--- config.mk ---
export PLATFORM = sky130hd
export DESIGN_NAME = sad_pipe_engine
export DESIGN_NICKNAME = d
export VERILOG_FILES = /design/src/rtl/sad_pkg.sv /design/src/rtl/sad_lane_tree.sv /design/src/rtl/sad_pipe_engine.sv
export SDC_FILE = /design/constraint.sdc
export NUM_CORES = 1
export LEC_CHECK = 0
export ABC_CLOCK_PERIOD_IN_PS = 6050
export CORE_UTILIZATION = 50
export DETAILED_ROUTE_END_ITERATION = 16
export GPL_ROUTABILITY_DRIVEN = 0
export GPL_TIMING_DRIVEN = 0
export PLACE_DENSITY = 0.83
export SETUP_SLACK_MARGIN = 0.1
export SLEW_MARGIN = 0
export SYNTH_ARGS = -nofsm -noshare
export SYNTH_HDL_FRONTEND = slang
export SYNTH_HIERARCHICAL = 1
export SYNTH_SLANG_ARGS = --single-unit
--- constraint.sdc ---
create_clock -name clk -period 6.05 [get_ports clk]
set_input_delay 1.5125 -clock clk [delete_from_list [all_inputs] [get_ports clk]]
set_output_delay 1.5125 -clock clk [all_outputs]
set_load 0.02 [all_outputs]
--- src/rtl/sad_pkg.sv ---
// Shared types and width helpers for the pipelined SAD engine.
package sad_pkg;

    typedef enum logic [1:0] {
        ST_IDLE  = 2'd0,
        ST_RUN   = 2'd1,
        ST_DRAIN = 2'd2,
        ST_DONE  = 2'd3
    } sad_state_e;

    function automatic int sad_clog2(input int value);
        int width;
        width = 32'sd0;
        while ((32'sd1 <<< width) < value) begin
            width = width + 32'sd1;
        end
        return width;
    endfunction

    // Widest possible block SAD: BLK_PIX pixels of all-ones difference
    function automatic int sad_sum_w(input int pix_w, input int blk_pix);
        return pix_w + sad_clog2(blk_pix);
    endfunction

    function automatic int sad_tree_w(input int pix_w, input int lanes);
        return pix_w + sad_clog2(lanes);
    endfunction

    function automatic int sad_beat_w(input int beats);
        return (beats > 32'sd1) ? sad_clog2(beats) : 32'sd1;
    endfunction

endpackage

--- src/rtl/sad_lane_tree.sv ---
// Per-lane absolute differences (S1) and the registered lane sum (S2);
// the beat valid bit travels alongside so bubbles stay marked.
module sad_lane_tree
    import sad_pkg::*;
#(
    parameter int  LANES  = 4,
    parameter int  PIX_W  = 8,
    localparam int TREE_W = sad_tree_w(PIX_W, LANES)
) (
    input  logic                   clk,
    input  logic                   rst,
    input  logic                   i_valid,
    input  logic [LANES*PIX_W-1:0] i_cur,
    input  logic [LANES*PIX_W-1:0] i_ref,
    output logic                   o_valid,
    output logic [TREE_W-1:0]      o_sum
);

    logic [PIX_W-1:0]  r_diff [LANES];
    logic              r_s1_valid;
    logic              r_s2_valid;
    logic [TREE_W-1:0] r_sum;
    logic [TREE_W-1:0] w_sum;

    function automatic logic [PIX_W-1:0] abs_diff(input logic [PIX_W-1:0] a,
                                                  input logic [PIX_W-1:0] b);
        logic [PIX_W-1:0] d;
        if (a >= b) begin
            d = a - b;
        end else begin
            d = b - a;
        end
        return d;
    endfunction

    // Sum of the registered lane differences feeding S2
    always_comb begin
        w_sum = {TREE_W{1'b0}};
        for (int i = 32'sd0; i < LANES; i++) begin
            w_sum = w_sum + TREE_W'(r_diff[i]);
        end
    end

    // S1 and S2 pipeline registers
    always_ff @(posedge clk or negedge rst) begin
        if (!rst) begin
            for (int i = 32'sd0; i < LANES; i++) begin
                r_diff[i] <= {PIX_W{1'b0}};
            end
            r_s1_valid <= 1'b0;
            r_s2_valid <= 1'b0;
            r_sum      <= {TREE_W{1'b0}};
        end else begin
            for (int i = 32'sd0; i < LANES; i++) begin
                r_diff[i] <= abs_diff(i_cur[i*PIX_W +: PIX_W], i_ref[i*PIX_W +: PIX_W]);
            end
            r_s1_valid <= i_valid;
            r_s2_valid <= r_s1_valid;
            r_sum      <= w_sum;
        end
    end

    assign o_valid = r_s2_valid;
    assign o_sum   = r_sum;

endmodule

--- src/rtl/sad_pipe_engine.sv ---
// Pipelined multi-lane SAD engine: per-candidate accumulation, running
// minimum tracking and a search-level FSM (IDLE/RUN/DRAIN/DONE).
module sad_pipe_engine
    import sad_pkg::*;
#(
    parameter int  LANES   = 4,
    parameter int  PIX_W   = 8,
    parameter int  BLK_PIX = 16,
    parameter int  IDX_W   = 16,
    localparam int SUM_W   = sad_sum_w(PIX_W, BLK_PIX)
) (
    input  logic                   clk,
    input  logic                   rst,
    input  logic                   start,
    input  logic                   in_valid,
    output logic                   in_ready,
    input  logic                   in_last_cand,
    input  logic [LANES*PIX_W-1:0] cur_pix,
    input  logic [LANES*PIX_W-1:0] ref_pix,
    output logic                   sad_valid,
    output logic [SUM_W-1:0]       sad_out,
    output logic [IDX_W-1:0]       sad_idx,
    output logic                   best_valid,
    output logic [SUM_W-1:0]       best_sad,
    output logic [IDX_W-1:0]       best_idx,
    output logic                   busy
);

    localparam int                BEATS     = BLK_PIX / LANES;
    localparam int                BEAT_W    = sad_beat_w(BEATS);
    localparam int                TREE_W    = sad_tree_w(PIX_W, LANES);
    localparam logic [BEAT_W-1:0] BEAT_LAST = BEAT_W'(BEATS - 32'sd1);
    localparam logic [BEAT_W-1:0] BEAT_ONE  = BEAT_W'(32'sd1);
    localparam logic [IDX_W-1:0]  IDX_ONE   = IDX_W'(32'sd1);

    sad_state_e             r_state;
    sad_state_e             w_state_nxt;
    logic [1:0]             r_drain_cnt;
    logic [BEAT_W-1:0]      r_beat;
    logic [LANES*PIX_W-1:0] r_cur;
    logic [LANES*PIX_W-1:0] r_ref;
    logic                   r_p0_valid;
    logic                   r_p0_final;
    logic                   r_p1_final;
    logic                   r_p2_final;
    logic                   w_tree_valid;
    logic [TREE_W-1:0]      w_tree_sum;
    logic [SUM_W-1:0]       r_acc;
    logic [SUM_W-1:0]       w_total;
    logic [IDX_W-1:0]       r_idx;
    logic                   r_in_ready;
    logic                   r_busy;
    logic                   r_sad_valid;
    logic [SUM_W-1:0]       r_sad_out;
    logic [IDX_W-1:0]       r_sad_idx;
    logic                   r_best_valid;
    logic [SUM_W-1:0]       r_best_sad;
    logic [IDX_W-1:0]       r_best_idx;
    logic                   w_accept;
    logic                   w_final_beat;
    logic                   w_search_start;

    assign w_accept       = in_valid & r_in_ready;
    assign w_final_beat   = (r_beat == BEAT_LAST);
    assign w_search_start = (r_state == ST_IDLE) & start;
    assign w_total        = r_acc + SUM_W'(w_tree_sum);

    // Search sequencing; DRAIN covers the three pipeline stages after the last accept
    always_comb begin
        w_state_nxt = r_state;
        case (r_state)
            ST_IDLE: begin
                if (start) begin
                    w_state_nxt = ST_RUN;
                end else begin
                    w_state_nxt = ST_IDLE;
                end
            end
            ST_RUN: begin
                if (w_accept && w_final_beat && in_last_cand) begin
                    w_state_nxt = ST_DRAIN;
                end else begin
                    w_state_nxt = ST_RUN;
                end
            end
            ST_DRAIN: begin
                if (r_drain_cnt == 2'd2) begin
                    w_state_nxt = ST_DONE;
                end else begin
                    w_state_nxt = ST_DRAIN;
                end
            end
            ST_DONE: begin
                w_state_nxt = ST_IDLE;
            end
            default: begin
                w_state_nxt = ST_IDLE;
            end
        endcase
    end

    // State register, status outputs and beat counter
    always_ff @(posedge clk or negedge rst) begin
        if (!rst) begin
            r_state      <= ST_IDLE;
            r_drain_cnt  <= 2'd0;
            r_in_ready   <= 1'b0;
            r_busy       <= 1'b0;
            r_best_valid <= 1'b0;
            r_beat       <= {BEAT_W{1'b0}};
        end else begin
            r_state      <= w_state_nxt;
            r_in_ready   <= (w_state_nxt == ST_RUN);
            r_busy       <= (w_state_nxt == ST_RUN) || (w_state_nxt == ST_DRAIN);
            r_best_valid <= (r_state == ST_DONE);
            if (r_state == ST_DRAIN) begin
                r_drain_cnt <= r_drain_cnt + 2'd1;
            end else begin
                r_drain_cnt <= 2'd0;
            end
            if (w_search_start) begin
                r_beat <= {BEAT_W{1'b0}};
            end else if (w_accept) begin
                r_beat <= w_final_beat ? {BEAT_W{1'b0}} : (r_beat + BEAT_ONE);
            end
        end
    end

    // Input capture stage plus end-of-candidate marker aligned with S1/S2
    always_ff @(posedge clk or negedge rst) begin
        if (!rst) begin
            r_cur      <= {(LANES*PIX_W){1'b0}};
            r_ref      <= {(LANES*PIX_W){1'b0}};
            r_p0_valid <= 1'b0;
            r_p0_final <= 1'b0;
            r_p1_final <= 1'b0;
            r_p2_final <= 1'b0;
        end else begin
            if (w_accept) begin
                r_cur <= cur_pix;
                r_ref <= ref_pix;
            end
            r_p0_valid <= w_accept;
            r_p0_final <= w_accept & w_final_beat;
            r_p1_final <= r_p0_final;
            r_p2_final <= r_p1_final;
        end
    end

    sad_lane_tree #(
        .LANES (LANES),
        .PIX_W (PIX_W)
    ) u_lane_tree (
        .clk     (clk),
        .rst     (rst),
        .i_valid (r_p0_valid),
        .i_cur   (r_cur),
        .i_ref   (r_ref),
        .o_valid (w_tree_valid),
        .o_sum   (w_tree_sum)
    );

    // S3: accumulate, publish per-candidate SAD, keep the strict minimum
    always_ff @(posedge clk or negedge rst) begin
        if (!rst) begin
            r_acc       <= {SUM_W{1'b0}};
            r_idx       <= {IDX_W{1'b0}};
            r_sad_valid <= 1'b0;
            r_sad_out   <= {SUM_W{1'b0}};
            r_sad_idx   <= {IDX_W{1'b0}};
            r_best_sad  <= {SUM_W{1'b1}};
            r_best_idx  <= {IDX_W{1'b0}};
        end else begin
            r_sad_valid <= 1'b0;
            if (w_search_start) begin
                r_acc      <= {SUM_W{1'b0}};
                r_idx      <= {IDX_W{1'b0}};
                r_best_sad <= {SUM_W{1'b1}};
                r_best_idx <= {IDX_W{1'b0}};
            end else if (w_tree_valid) begin
                if (r_p2_final) begin
                    r_sad_valid <= 1'b1;
                    r_sad_out   <= w_total;
                    r_sad_idx   <= r_idx;
                    r_acc       <= {SUM_W{1'b0}};
                    r_idx       <= r_idx + IDX_ONE;
                    if (w_total < r_best_sad) begin
                        r_best_sad <= w_total;
                        r_best_idx <= r_idx;
                    end
                end else begin
                    r_acc <= w_total;
                end
            end
        end
    end

    assign in_ready   = r_in_ready;
    assign busy       = r_busy;
    assign sad_valid  = r_sad_valid;
    assign sad_out    = r_sad_out;
    assign sad_idx    = r_sad_idx;
    assign best_valid = r_best_valid;
    assign best_sad   = r_best_sad;
    assign best_idx   = r_best_idx;

endmodule

; After elaboration in Yosys (flattened, before gate mapping)
; Index checks and enable logic that the tools add are counted.
; Widths: inputs -> output; s select.
[totals]
reg_bits = 206
in_bits = 69
output_inout_bits = 60
word_cells = 97
[classes]
n_addsub = 15
magnitude_cmp = 5
eq_ne = 7
mux = 29
n_bitwise = 4
n_reduce_logical = 11
[ops]
columns = operator, n
row1 = $mux 16, 7
row2 = $mux 12, 7
row3 = $sub 8x8->8, 8
row4 = $ge 8x8->1, 4
row5 = $mux 8, 4
row6 = $add 10x8->10, 2
row7 = $add 16x1->16 const B, 1
row8 = $add 12x10->12, 1
row9 = $lt 12x12->1, 1
row10 = $eq 2x2->1 const B, 5
row11 = $mux 2, 5
row12 = $add 8x8->9, 1
row13 = $pmux 2 s4, 1
row14 = $reduce_bool 2->1, 4
row15 = $reduce_and 3->1, 2
row16 = $mux 1, 5
row17 = $add 2x1->2 const B, 2
row18 = $eq 2x1->1 const B, 2
row19 = $and 1x1->1, 3
row20 = $logic_and 1x1->1, 2
row21 = $logic_not 2->1, 1
row22 = $reduce_and 2->1, 1
row23 = $logic_or 1x1->1, 1
row24 = $not 1->1, 1

; Longest topological paths before layout
[logic_depth]
depth_word = 7
depth_mapped = 16
mapped_depth_nobuf = 15

; By module
; Netlist, hierarchy kept.
[modules_own_cells]
columns = mod, n_inst, cells_per_inst, area_per_inst_um2, seq_area_each_um2
row1 = sad_pipe_engine, 1, 619, 7034.2, 4068.9
row2 = sad_lane_tree, 1, 462, 4451.8, 1101.1

; Worst setup path after synthesis
; OpenSTA, ideal clock, no wires.
[synth_path]
kind = register to register
start = register r_acc[0]
end = register r_best_idx[3] (netlist: best_idx[3])
setup_ps = 122
arrival_ps = 2990
required_ps = 5928
slack_ps = 2938
path_stages_with_launch = 16
path_buffers = 1
synth_period_minus_slack_ps = 3112
path_cell_list = dfrtp_1 > ha_1 > fa_1 > a21oi_1 > o21ai_1 > a21oi_2 > o21a_1 > xor2_1 > inv_1 > ha_1 > a21oi_1 > o21ai_0 > inv_1 > o211ai_1 > clkbuf_1 > a32o_1
[synth_via]
elab_chain_len = 4
[synth_rtl]
columns = item, line_no
row1 = from (decl), sad_pipe_engine.sv:48  ; logic [SUM_W-1:0] r_acc;
row2 = from (signal assigned), sad_pipe_engine.sv:166  ; r_acc <= {SUM_W{1'b0}};
row3 = from (signal assigned), sad_pipe_engine.sv:176  ; r_acc <= {SUM_W{1'b0}};
row4 = from (signal assigned), sad_pipe_engine.sv:185  ; r_acc <= {SUM_W{1'b0}};
row5 = $add 12x10->12, sad_pipe_engine.sv:66  ; assign w_total = r_acc + SUM_W'(w_tree_sum);
row6 = net w_total[8], sad_pipe_engine.sv:49  ; logic [SUM_W-1:0] w_total;
row7 = $lt 12x12->1, sad_pipe_engine.sv:187  ; if (w_total < r_best_sad) begin
row8 = $reduce_bool 2->1 (no source line), -
row9 = $reduce_and 3->1 (no source line), -
row10 = to (signal assigned), sad_pipe_engine.sv:172  ; r_best_idx <= {IDX_W{1'b0}};
row11 = to (signal assigned), sad_pipe_engine.sv:179  ; r_best_idx <= {IDX_W{1'b0}};
row12 = to (signal assigned), sad_pipe_engine.sv:189  ; r_best_idx <= r_idx;
row13 = to (decl), sad_pipe_engine.sv:58  ; logic [IDX_W-1:0] r_best_idx;
; The timed path passes the listed nets, and every way through them passes these cells.
; A chain may end at the register's enable or synchronous reset.

; Worst setup path in the final report
[layout_path]
start = register u_lane_tree.r_sum[0] (netlist: u_lane_tree/o_sum[0])
end = register r_best_idx[0] (netlist: best_idx[0])
[layout_via]
elab_chain_len = 4
[layout_rtl]
columns = item, line_no
row1 = from (decl), sad_lane_tree.sv:22  ; logic [TREE_W-1:0] r_sum;
row2 = from (signal assigned), sad_lane_tree.sv:52  ; r_sum <= {TREE_W{1'b0}};
row3 = from (signal assigned), sad_lane_tree.sv:59  ; r_sum <= w_sum;
row4 = $add 12x10->12, sad_pipe_engine.sv:66
row5 = net w_total[6], sad_pipe_engine.sv:49
row6 = $lt 12x12->1, sad_pipe_engine.sv:187
row7 = $reduce_bool 2->1 (no source line), -
row8 = $reduce_and 3->1 (no source line), -
; The timed path passes the listed nets, and every way through them passes these cells.

==> impl_metrics.env <==
export IMPL_cts_max_path_buffers=3
export IMPL_p_leak_nw=6.82
export IMPL_clock_sinks=206
export IMPL_synth_compound_area_share_pct=11.6
export IMPL_vias=8213
export IMPL_fin_crit_ns=3.82
export IMPL_cp_required_ns=6.48
export IMPL_fin_crit_sh_pct=63.2
export IMPL_synth_top_cells_by_area="dfrtp_1, ha_1, mux2_2"
export IMPL_max_slew_margin_pct=50.5
export IMPL_detailed_place_area_um2=13200
export IMPL_area_delta_synth_final_pct=21.3
export IMPL_drive_above_1_share_pct=12.5
export IMPL_layout_commonest_cell="dfrtp_1"
export IMPL_hold_buffers=0
export IMPL_drtPass1Iterations=5
export IMPL_initial_core_util_pct=50.9
export IMPL_met3_usage_pct=2.96
export IMPL_final_cell_area_um2=13900
export IMPL_slowest_delay_ns=0.43
export IMPL_synth_distinct_cells=58
export IMPL_timing_final_max_slew_violations=0
export IMPL_nNetsFinal=1423
export IMPL_synth_edf_count=0
export IMPL_post_cts_buffers=0
export IMPL_setup_ws_ns=2.23
export IMPL_startpoint="u_lane_tree/o_sum[0]"
export IMPL_clk_latency_ns=0.51
export IMPL_antenna_found_initial=0
export IMPL_grt_max_degree=108
export IMPL_routed_wl_um=23300
export IMPL_cts_tree="done"
export IMPL_synth_top_area_share_pct=42.3
export IMPL_wl_per_cell_um=15.1
export IMPL_dieArea_um2=23600
export IMPL_grt_pass1_vias=8323
export IMPL_place_ws_ns=2.30
export IMPL_h_tree_depth=1
export IMPL_fin_util_pct=61.7
export IMPL_crit_fanout=10
export IMPL_cts_made_buffers=23
export IMPL_grt_pass1_wl_um=40100
export IMPL_crit_slowest_cell="clkbuf_1"
export IMPL_die_x_um=154
export IMPL_first_iter_violations=346
export IMPL_skew_ns=0.0220
export IMPL_tightest_slew_ns=0.742
export IMPL_antenna_left=0
export IMPL_finalSetupViolCount=0
export IMPL_fmax_mhz=262
export IMPL_viasPerCell=5.34
export IMPL_post_cts_resize_count=0
export IMPL_synth_top_family_by_area="adder cells"
export IMPL_core_um2=22600
export IMPL_critPathBufInv=2
export IMPL_n_fill_cell=1769
export IMPL_route_detailed_drc=0
export IMPL_min_from="r_p1_final"
export IMPL_final_cell_mix="dfrtp_1, inv_1, clkdlybuf4s50_1"
export IMPL_boundaryPins=129
export IMPL_ys_seq_elements=206
export IMPL_status="complete, no violations"
export IMPL_avgSynthCellArea_um2=10.6
export IMPL_die_height_um=154
export IMPL_yosys_area_top_type="dfrtp_1"
export IMPL_hpwl_um=17500
export IMPL_root_buffer="clkbuf_16"
export IMPL_synthArstFlopShare_pct=100
export IMPL_worst_setup_path_start_kind="flop"
export IMPL_synthMuxAreaShare_pct=8.91
export IMPL_path_cells="ha_1 > fa_1 > a21oi_1 > o21ai_1 > a21oi_2 > xnor2_1 > inv_1 > ha_1 > nand2_1 > nor3_1 > a21oi_1 > o211ai_1 > clkbuf_1 > nand3_1 > o21ai_0"
export IMPL_yosysWarnings=6
export IMPL_peakVddDrop_uv=380
export IMPL_end_kind="flop"
export IMPL_met1_usage_pct=26.3
export IMPL_critPathArrivalTime_ns=4.25
export IMPL_grt_remaining_overflow=0
export IMPL_path_clk_slew_ns=0.06
export IMPL_powerDensity_nw_per_um2=626
export IMPL_syn_area_um2=11500
export IMPL_power_mw=8.72
export IMPL_postSynthCellCount=1081
export IMPL_crit_type="reg -> reg"
export IMPL_globalRouteTotalUtil_pct=20.6
export IMPL_holdCritPathClass="reg -> reg"
export IMPL_synthAdderAreaFrac_pct=14.6
export IMPL_synth_xor_area_share_pct=3.89
export IMPL_rsz0062_at_grt="false"
export IMPL_busiest_layer="met2"
export IMPL_cap_violations=0
export IMPL_synth_ff_type="dfrtp_1"
export IMPL_path_delay_family="compound AO/OA/AOI/OAI gates"
export IMPL_synth_fp_nets=1269
export IMPL_placementRows=55
export IMPL_numPortBuffers=128
export IMPL_grtUsageMet2_pct=35.8
export IMPL_hold_viol=0
export IMPL_ys_seq_area_share_pct=45.0
export IMPL_yosys_area_share_simple_pct=9.88
export IMPL_insertedDiodeCount=0
export IMPL_r2r_start="u_lane_tree/o_sum[0]"
==> power by group <==
| group | leakage, nW | switching, mW | internal (mW) |
|---|---|---|---|
| combinational | 3.90 | 2.77 | 2.28 |
| sequential | 2.55 | 0.312 | 1.93 |
| clock | 0.371 | 0.576 | 0.849 |
| total | 6.82 | 3.66 | 5.06 |
==> sequential cells by signal (all words and copies together) (netlist names), 10 cells and up <==
signal and count:
r_cur 32, u_lane_tree/r_diff 32, sad_out 12, best_sad 12, sad_idx 16, r_ref 32, r_idx 16, r_acc 12
u_lane_tree/o_sum 10, best_idx 16
==> synth_stat cells, types with 13 or more instances <==
| cell type | n |
|---|---|
| a31oi_1 | 16 |
| fa_1 | 25 |
| o21ai_0 | 35 |
| a21o_1 | 19 |
| buf_2 | 13 |
| inv_1 | 134 |
| mux2_2 | 66 |
| dfrtp_1 | 194 |
| nand2_1 | 123 |
| nand3_1 | 19 |
| xnor2_1 | 18 |
| xor2_1 | 33 |
| mux2i_1 | 28 |
| clkbuf_1 | 23 |
| nor2_1 | 39 |
| a21oi_1 | 43 |
| nand4_1 | 13 |
| ha_1 | 94 |
==> stage by stage <==
stage	setup TNS (ns)	hold WS, ns	cells
5_1_grt	0	0.349	1537
3_3_place_gp	-968.92	0.332	1494
3_5_place_dp	0	0.338	1495
6_report	0	0.343	1537
4_1_cts	0	0.349	1537
2_1_floorplan	0	0.331	1081
==> cell type report <==
| cell class | instances | area, µm² | area share (%) |
|---|---|---|---|
| Sequential cell | 206 | 5170 | 37.1 |
| Clock inverter | 15 | 179 | 1.28 |
| Tap cell | 285 | 357 | 2.56 |
| Clock buffer | 27 | 601 | 4.31 |
| Timing Repair Buffer | 129 | 1310 | 9.43 |
| Buffer | 41 | 200 | 1.44 |
| Multi-Input combinational cell | 700 | 5610 | 40.3 |
| Inverter | 134 | 503 | 3.61 |
==> kinds of logic (layout without fill, tap and decap cells) <==
kind of cell               Yosys count  count (layout)
adders and majority gates          119             119
AOI/OAI and AO/OA                  190             190
xor gates and xnor gates            51              51
and+or+nand+nor                    246             246
muxes                               94              94
DFF                                206             206
buffers and inverters              175             346
==> metal layers <==
layer	share of wire, %	wire length [µm]
met5	0	0
met4	3.0	690
met3	4.9	1140
met2	50	11600
met1	42	9860
==> path summary, 6_finish.rpt <==
kind / endpoint / slack, ns / cells after the start
worst max-delay path: best_idx[0] / 2.23 / 15
worst min-delay path: r_p2_final / 0.34 / 0
worst max register to register: best_idx[0] / 2.23 / 15
worst min register to register: r_p2_final / 0.34 / 0
max in group asynchronous: r_ref[23] / 4.06 / 2
min in group asynchronous: sad_out[6] / 1.04 / 1
Power figures use the tool's default switching activity.
